===== src/rtl/fifo_drain_ctrl.sv =====
// fifo_drain_ctrl: read-side controller for the dual-port-RAM FIFO.
// Pops FIFO words into a 4-entry buffer and presents them on a valid/ready
// stream. The pop decision reserves a buffer slot for the word in flight,
// so the buffer cannot overflow and m_ready never reaches fifo_rd_en.
`timescale 1ns/1ps
module fifo_drain_ctrl #(
    parameter int DATA_WIDTH = 2,
    parameter int CNT_WIDTH  = 16
) (
    input  logic                  clk,
    input  logic                  rst,
    input  logic                  enable,
    input  logic                  flush,
    input  logic                  fifo_empty,
    input  logic [DATA_WIDTH-1:0] fifo_data,
    output logic                  fifo_rd_cs,
    output logic                  fifo_rd_en,
    output logic                  m_valid,
    input  logic                  m_ready,
    output logic [DATA_WIDTH-1:0] m_data,
    output logic                  busy,
    output logic [CNT_WIDTH-1:0]  pop_count
);

    localparam logic [1:0] IDLE  = 2'd0;
    localparam logic [1:0] RUN   = 2'd1;
    localparam logic [1:0] DRAIN = 2'd2;

    logic [1:0]            state;
    logic [1:0]            state_nxt;
    logic [DATA_WIDTH-1:0] entry [4];
    logic [1:0]            wr_ptr;
    logic [1:0]            rd_ptr;
    logic [2:0]            count;
    logic                  inflight;
    logic                  pop;
    logic                  deq;
    logic [2:0]            occupancy;

    // Slots already committed: buffered words plus the one the FIFO is returning.
    assign occupancy = count + {2'b00, inflight};

    // Pop uses only registered state, enable, flush and fifo_empty.
    always_comb begin
        pop = (state == RUN) && enable && !fifo_empty && !flush && (occupancy < 3'd4);
    end

    assign fifo_rd_en = pop;
    assign fifo_rd_cs = pop;
    assign m_valid    = (count != 3'd0) && !flush;
    assign deq        = m_valid && m_ready;
    assign m_data     = entry[rd_ptr];
    assign busy       = (state != IDLE);

    // Next-state logic; flush overrides the normal transitions.
    always_comb begin
        state_nxt = state;
        if (flush) begin
            if (state == DRAIN)
                state_nxt = IDLE;
        end else begin
            case (state)
                IDLE:    if (enable) state_nxt = RUN;
                RUN:     if (!enable) state_nxt = DRAIN;
                DRAIN: begin
                    if (enable)
                        state_nxt = RUN;
                    else if (!inflight && (count == 3'd0))
                        state_nxt = IDLE;
                end
                default: state_nxt = IDLE;
            endcase
        end
    end

    // State register.
    always_ff @(posedge clk or posedge rst) begin
        if (rst)
            state <= IDLE;
        else
            state <= state_nxt;
    end

    // Buffer storage, pointers, occupancy and in-flight tracking.
    always_ff @(posedge clk or posedge rst) begin
        if (rst) begin
            for (int i = 0; i < 4; i++)
                entry[i] <= '0;
            wr_ptr   <= 2'd0;
            rd_ptr   <= 2'd0;
            count    <= 3'd0;
            inflight <= 1'b0;
        end else if (flush) begin
            // The word returning from last cycle's pop is dropped here.
            wr_ptr   <= 2'd0;
            rd_ptr   <= 2'd0;
            count    <= 3'd0;
            inflight <= 1'b0;
        end else begin
            inflight <= pop;
            if (inflight) begin
                entry[wr_ptr] <= fifo_data;
                wr_ptr        <= wr_ptr + 2'd1;
            end
            if (deq)
                rd_ptr <= rd_ptr + 2'd1;
            count <= count + {2'b00, inflight} - {2'b00, deq};
        end
    end

    // Free-running pop statistics; survives flush, wraps naturally.
    always_ff @(posedge clk or posedge rst) begin
        if (rst)
            pop_count <= '0;
        else if (pop)
            pop_count <= pop_count + 1'b1;
    end

endmodule


===== config.mk =====
export PLATFORM = sky130hd
export DESIGN_NAME = fifo_drain_ctrl
export DESIGN_NICKNAME = d
export VERILOG_FILES = /design/src/rtl/fifo_drain_ctrl.sv
export SDC_FILE = /design/constraint.sdc
export NUM_CORES = 1
export LEC_CHECK = 0
export CORE_MARGIN = 4
export CORE_UTILIZATION = 54
export DETAILED_ROUTE_END_ITERATION = 16
export GPL_TIMING_DRIVEN = 0
export PLACE_DENSITY = 0.79
export SLEW_MARGIN = 10
export SYNTH_ARGS = -nofsm -noshare
export SYNTH_HDL_FRONTEND = slang
export SYNTH_SLANG_ARGS = --single-unit

===== constraint.sdc =====
create_clock -name clk -period 4.9 [get_ports clk]
set_input_delay 0.49 -clock clk [delete_from_list [all_inputs] [get_ports clk]]
set_output_delay 0.49 -clock clk [all_outputs]
set_load 0.005 [all_outputs]

## After elaboration in Yosys (flattened, before gate mapping)

Index checks and enable logic that the tools add are counted.

- Bits in registers: 34
- Input port bits: 8
- Output and inout bits: 22

- $add $sub $neg: 5
- Magnitude comparators: 4
- Equality and inequality tests: 6
- Multiplexer cells: 19
- Bitwise gates (word level): 3
- Reduce and logical (&&, ||, !) cells: 19

Operators with widths:

| kind | count |
|---|---|
| 2-bit two-way mux | 13 |
| 16-bit by 1-bit adder with 16-bit output, second input constant | 1 |
| 8-bit bitwise mux | 1 |
| 1-bit logical AND | 8 |
| 3-bit greater-or-equal comparator, second input constant | 2 |
| 3-bit != test, second input constant | 2 |
| 2-bit inverter with 3-bit output | 2 |
| 2-bit case mux with 3 select lines | 1 |
| 2-bit nonzero test | 3 |
| 2-bit by 1-bit adder with 2-bit output, second input constant | 2 |
| 2-bit binary-select mux with 2-bit select | 1 |
| 2-bit demux with 2-bit select | 1 |
| 4-bit by 3-bit != test with 1-bit output, second input constant | 1 |
| 4-bit AND reduction | 1 |
| 3-bit by 1-bit adder with 3-bit output | 1 |
| 1-bit logical NOT | 3 |
| 3-bit logical NOT | 1 |
| 3-bit by 1-bit < comparator with 1-bit output, second input constant | 1 |
| 3-bit < comparator, second input constant | 1 |
| 3-bit two-way mux | 1 |
| 3-bit nonzero test | 1 |
| 3-bit by 1-bit subtractor with 3-bit output | 1 |
| 2-bit by 1-bit equality test with 1-bit output, second input constant | 1 |
| 2-bit equality test, second input constant | 1 |
| other kinds (5) | 5 |

## Logic depth before layout (Yosys ltp)

- Depth after elaboration: 6
- Mapped depth: 7
- Mapped depth without buffers: 7

## Least setup slack after synthesis

No wires, ideal clock.

- Path type: register to output
- Start: register inflight
- End: output fifo_rd_en
- Arrival time: 1.543 ns
- Data required time: 4.410 ns
- Setup slack: 2.867 ns
- Cell stages (with the launch flop): 6
- Cells stage by stage: dfrtp_1 -> ha_1 -> ha_1 -> xor2_1 -> nor3_4 -> buf_4

- Longest elaborated chain between the ends: 3

Ends and longest elaborated chain:

| element | line | text |
|---|---|---|
| from (decl) | 35 | `logic inflight;` |
| from (signal assigned) | 100 | `inflight <= pop;` |
| 3-bit by 1-bit adder with 3-bit output | 41 | `assign occupancy = count + {2'b00, inflight};` |
| 3-bit < comparator | 45 | `pop = (state == RUN) && enable && !fifo_empty && !flush && (occupancy < 3'd4);` |
| 1-bit logical AND | 45 |  |
| to (decl) | 17 | `output logic fifo_rd_en,` |

Every way passes these cells.

## Worst setup path after layout

Ends and elaborated chain as after synthesis.

==> impl_metrics.py <==
metrics = {
    "sta": {
        "min_period_ps": 3060,
        "rsz0062_at_grt": "no",
        "worstMarginPinSlew_ps": 686,
        "finalSetupViolCount": 0,
        "setup_slack_ps": 1840,
        "relSlewSlack": 0.542,
        "skew_ps": 10.4,
        "max_freq_ghz": 0.327,
        "hold_viol_final": 0,
        "tns_ps": 0,
        "finalCritPeriodShare": 0.624,
        "slew_violations": 0,
    },
    "yosys": {
        "avgSynthCellArea_um2": 12.2,
        "yosysTopAreaCell": "dfrtp_1",
        "synth_warnings": 0,
        "seq_area_frac_synth": 0.513,
        "synth_top_area_frac": 0.513,
        "syn_area_mm2": 0.00166,
        "netlist_instances": 136,
        "synth_area_leaders": "dfrtp_1 (51%), xnor2_1 (7.9%), ha_1 (6.8%)",
        "synth_fp_nets": 153,
        "yosysUniqueCellTypes": 28,
        "ys_seq_elements": 34,
    },
    "layout": {
        "antenna_cells": 0,
        "syn2layout_area_growth_pct": 22.7,
        "layout.nets": 189,
        "final_cells": 203,
        "final_cell_area_mm2": 0.00204,
        "nFillCells": 241,
        "drive_above_1_share": 0.140,
    },
    "placement": {
        "gp_congestion": 0.752,
        "place_ws_ps": 2040,
        "dp_hpwl_um": 2390,
        "dpl-instance-area_mm2": 0.00199,
        "placed_cells": 196,
        "io_buffers": 29,
    },
    "power_and_ir_drop": {
        "intPower_w": 0.000423,
        "ir_drop_mv": 0.232,
        "power_frac_seq": 0.554,
        "power_w": 0.000586,
        "p_comb_frac": 0.201,
        "swShare": 0.277,
        "pwr-share-clk": 0.246,
        "p_sw_w": 0.000163,
        "power_leakage_nw": 0.916,
        "p_per_area_mw_per_mm2": 288,
    },
    "floorplanning": {
        "fp.dieH_um": 63.4,
        "start_util": 0.582,
        "coreArea_mm2": 0.00285,
        "row_count": 19,
        "io_pins": 30,
        "die_w_um": 63.4,
        "die-area_mm2": 0.00402,
    },
    "route": {
        "ant_nets": 0,
        "drt_iter0_drc": 29,
        "wl_per_cell_um": 15.8,
        "wirelength_um": 3220,
        "drcViolationCount": 0,
        "routed_via_density": 5.59,
        "dr.pass1.iters": 4,
        "vias": 1135,
    },
    "setup_path": {
        "crit_type": "register to primary output",
        "critPathLaunchType": "register",
        "path_common_cell": "ha_1",
        "slowest_stage": "clkdlybuf4s50_1",
        "crit_path_end_kind": "primary output",
        "worstPathArrival_ps": 2570,
        "crit_required_ps": 4410,
        "worstPathMaxFanout": 11,
        "max_stage_delay_ps": 490,
        "cp_cell_sequence": "ha_1 -> ha_1 -> xor2_1 -> nor3_4 -> buf_4 -> clkdlybuf4s50_1",
    },
    "clock_tree": {
        "ctsResizeCount": 0,
        "cts_made_buffers": 5,
        "path_clk_slew_ps": 90,
        "clk_latency_ps": 340,
        "clockBufferDepth": 2,
        "cts_hold_repair.buffers": 0,
        "cts_tree": "yes",
        "post-cts-setup-buffer-count": 0,
        "htree_num_levels": 2,
        "numClockSinks": 34,
        "clock-root-buffer": "clkbuf_4",
    },
    "min_path": {
        "hp-class": "register to register",
    },
    "global_route": {
        "grt_max_degree": 35,
        "grt_pass1_vias": 1256,
        "grt_usage": 0.187,
        "grt_pass1_wl_um": 5780,
        "antenna_found_initial": 0,
        "grt_overflow": 0,
    },
    "run_status": {
        "status": "finished clean",
    },
    "flow_run": {
        "maxCapViolations": 0,
    },
}
[layer usage]
| metal | track usage | routed length (um) |
|---|---|---|
| met5 | 0 | 0 |
| met4 | 0.0566 | 14 |
| met3 | 0.0764 | 149 |
| met2 | 0.322 | 1660 |
| met1 | 0.211 | 1390 |
[path summary, 6_finish.rpt]
| path | startpoint | end | slack [ps] | depth (start not counted) |
|---|---|---|---|---|
| max | inflight$_DFF_PP0_ | fifo_rd_en | 1840 | 6 |
| min | pop_count[14]$_DFFE_PP0P_ | pop_count[14]$_DFFE_PP0P_ | 500 | 1 |
| max reg2reg | inflight$_DFF_PP0_ | pop_count[15]$_DFFE_PP0P_ | 2840 | 6 |
| min reg2reg | pop_count[14]$_DFFE_PP0P_ | pop_count[14]$_DFFE_PP0P_ | 500 | 1 |
| max in group asynchronous | rst | count[2]$_DFF_PP0_ | 3880 | 2 |
| min in group asynchronous | rst | pop_count[12]$_DFFE_PP0P_ | 570 | 2 |
[kinds of logic after synthesis]
logic type	synth area share
flip-flops	0.513
adder cells (fa/ha/maj)	0.0679
XOR/XNOR	0.106
multiplexers	0.101
AO/OA/AOI/OAI	0.0106
buffers and inverters	0.0204
AND/OR/NAND/NOR	0.182
[layout by cell type (no fill, tap or decap), types with 2 or more instances in the layout]
cell type        instances
clkinv_2                 2
dfrtp_1                 34
inv_1                    4
nor2_1                   8
nand3_1                  8
clkbuf_4                 5
ha_1                     9
o21ai_0                  2
mux4_2                   2
xor2_1                   5
nor2b_1                  2
and2_1                   2
nand4_1                  6
clkdlybuf4s50_1         29
mux2_2                   9
and4_1                   2
nand2_1                 10
xnor2_1                 15
and3_1                   5
[power groups by stage]
stage / Combinational (W) / Clock (W) / Sequential [W]
final: 0.000118 / 0.000144 / 0.000324
after global routing: 0.000132 / 0.000166 / 0.000329
after CTS: 0.000121 / 0.000147 / 0.000325
after detailed placement: 0.000119 / 0 / 0.000330
after global placement: 0.000116 / 0 / 0.000328
after floorplan: 0.0000599 / 0 / 0.000326
[critical path: cells and delay by family, from the launching register on]
family | cells | cell delay (ps)
flops | 1 | 470
xor+xnor | 1 | 220
simple gates | 1 | 460
buf+inv | 2 | 680
fa+ha+maj | 2 | 410
[flip-flops by register name (all words and copies together), names as in the netlist]
name,count
count,3
pop_count,16
entry,8
state,2
inflight,1
wr_ptr,2
rd_ptr,2
[cell type report]
| class | instances | area [um2] | share of cell area |
|---|---|---|---|
| inverters | 5 | 18.8 | 0.00922 |
| well taps | 31 | 38.8 | 0.0191 |
| multi-input cells | 94 | 774 | 0.380 |
| repair buffers | 29 | 290 | 0.143 |
| clock buffers | 5 | 37.5 | 0.0184 |
| flip-flops and latches | 34 | 851 | 0.418 |
| clock inverters | 2 | 10.0 | 0.00492 |
| plain buffers | 3 | 15.0 | 0.00738 |
[synthesized netlist by cell type (all sizes together)]
library cell,count
or2,1
nand4bb,1
xnor2,15
and2,2
clkbuf,1
nor4,1
nor3,2
o31ai,1
mux2,10
ha,9
mux2i,1
nor2b,2
and4,2
or3,1
dfrtp,34
o21ai,2
inv,5
buf,2
nor2,8
and3,5
xor2,5
nand4,6
nand3,8
mux4,2
nand2,10
[stage by stage]
stage                     hold WS (ps)  utilization
after floorplan                    468            -
after global placement             459        0.697
after detailed placement           489        0.697
after CTS                          502        0.714
after global routing               530        0.714
final                              496        0.714
Power figures use the tool's default switching activity.
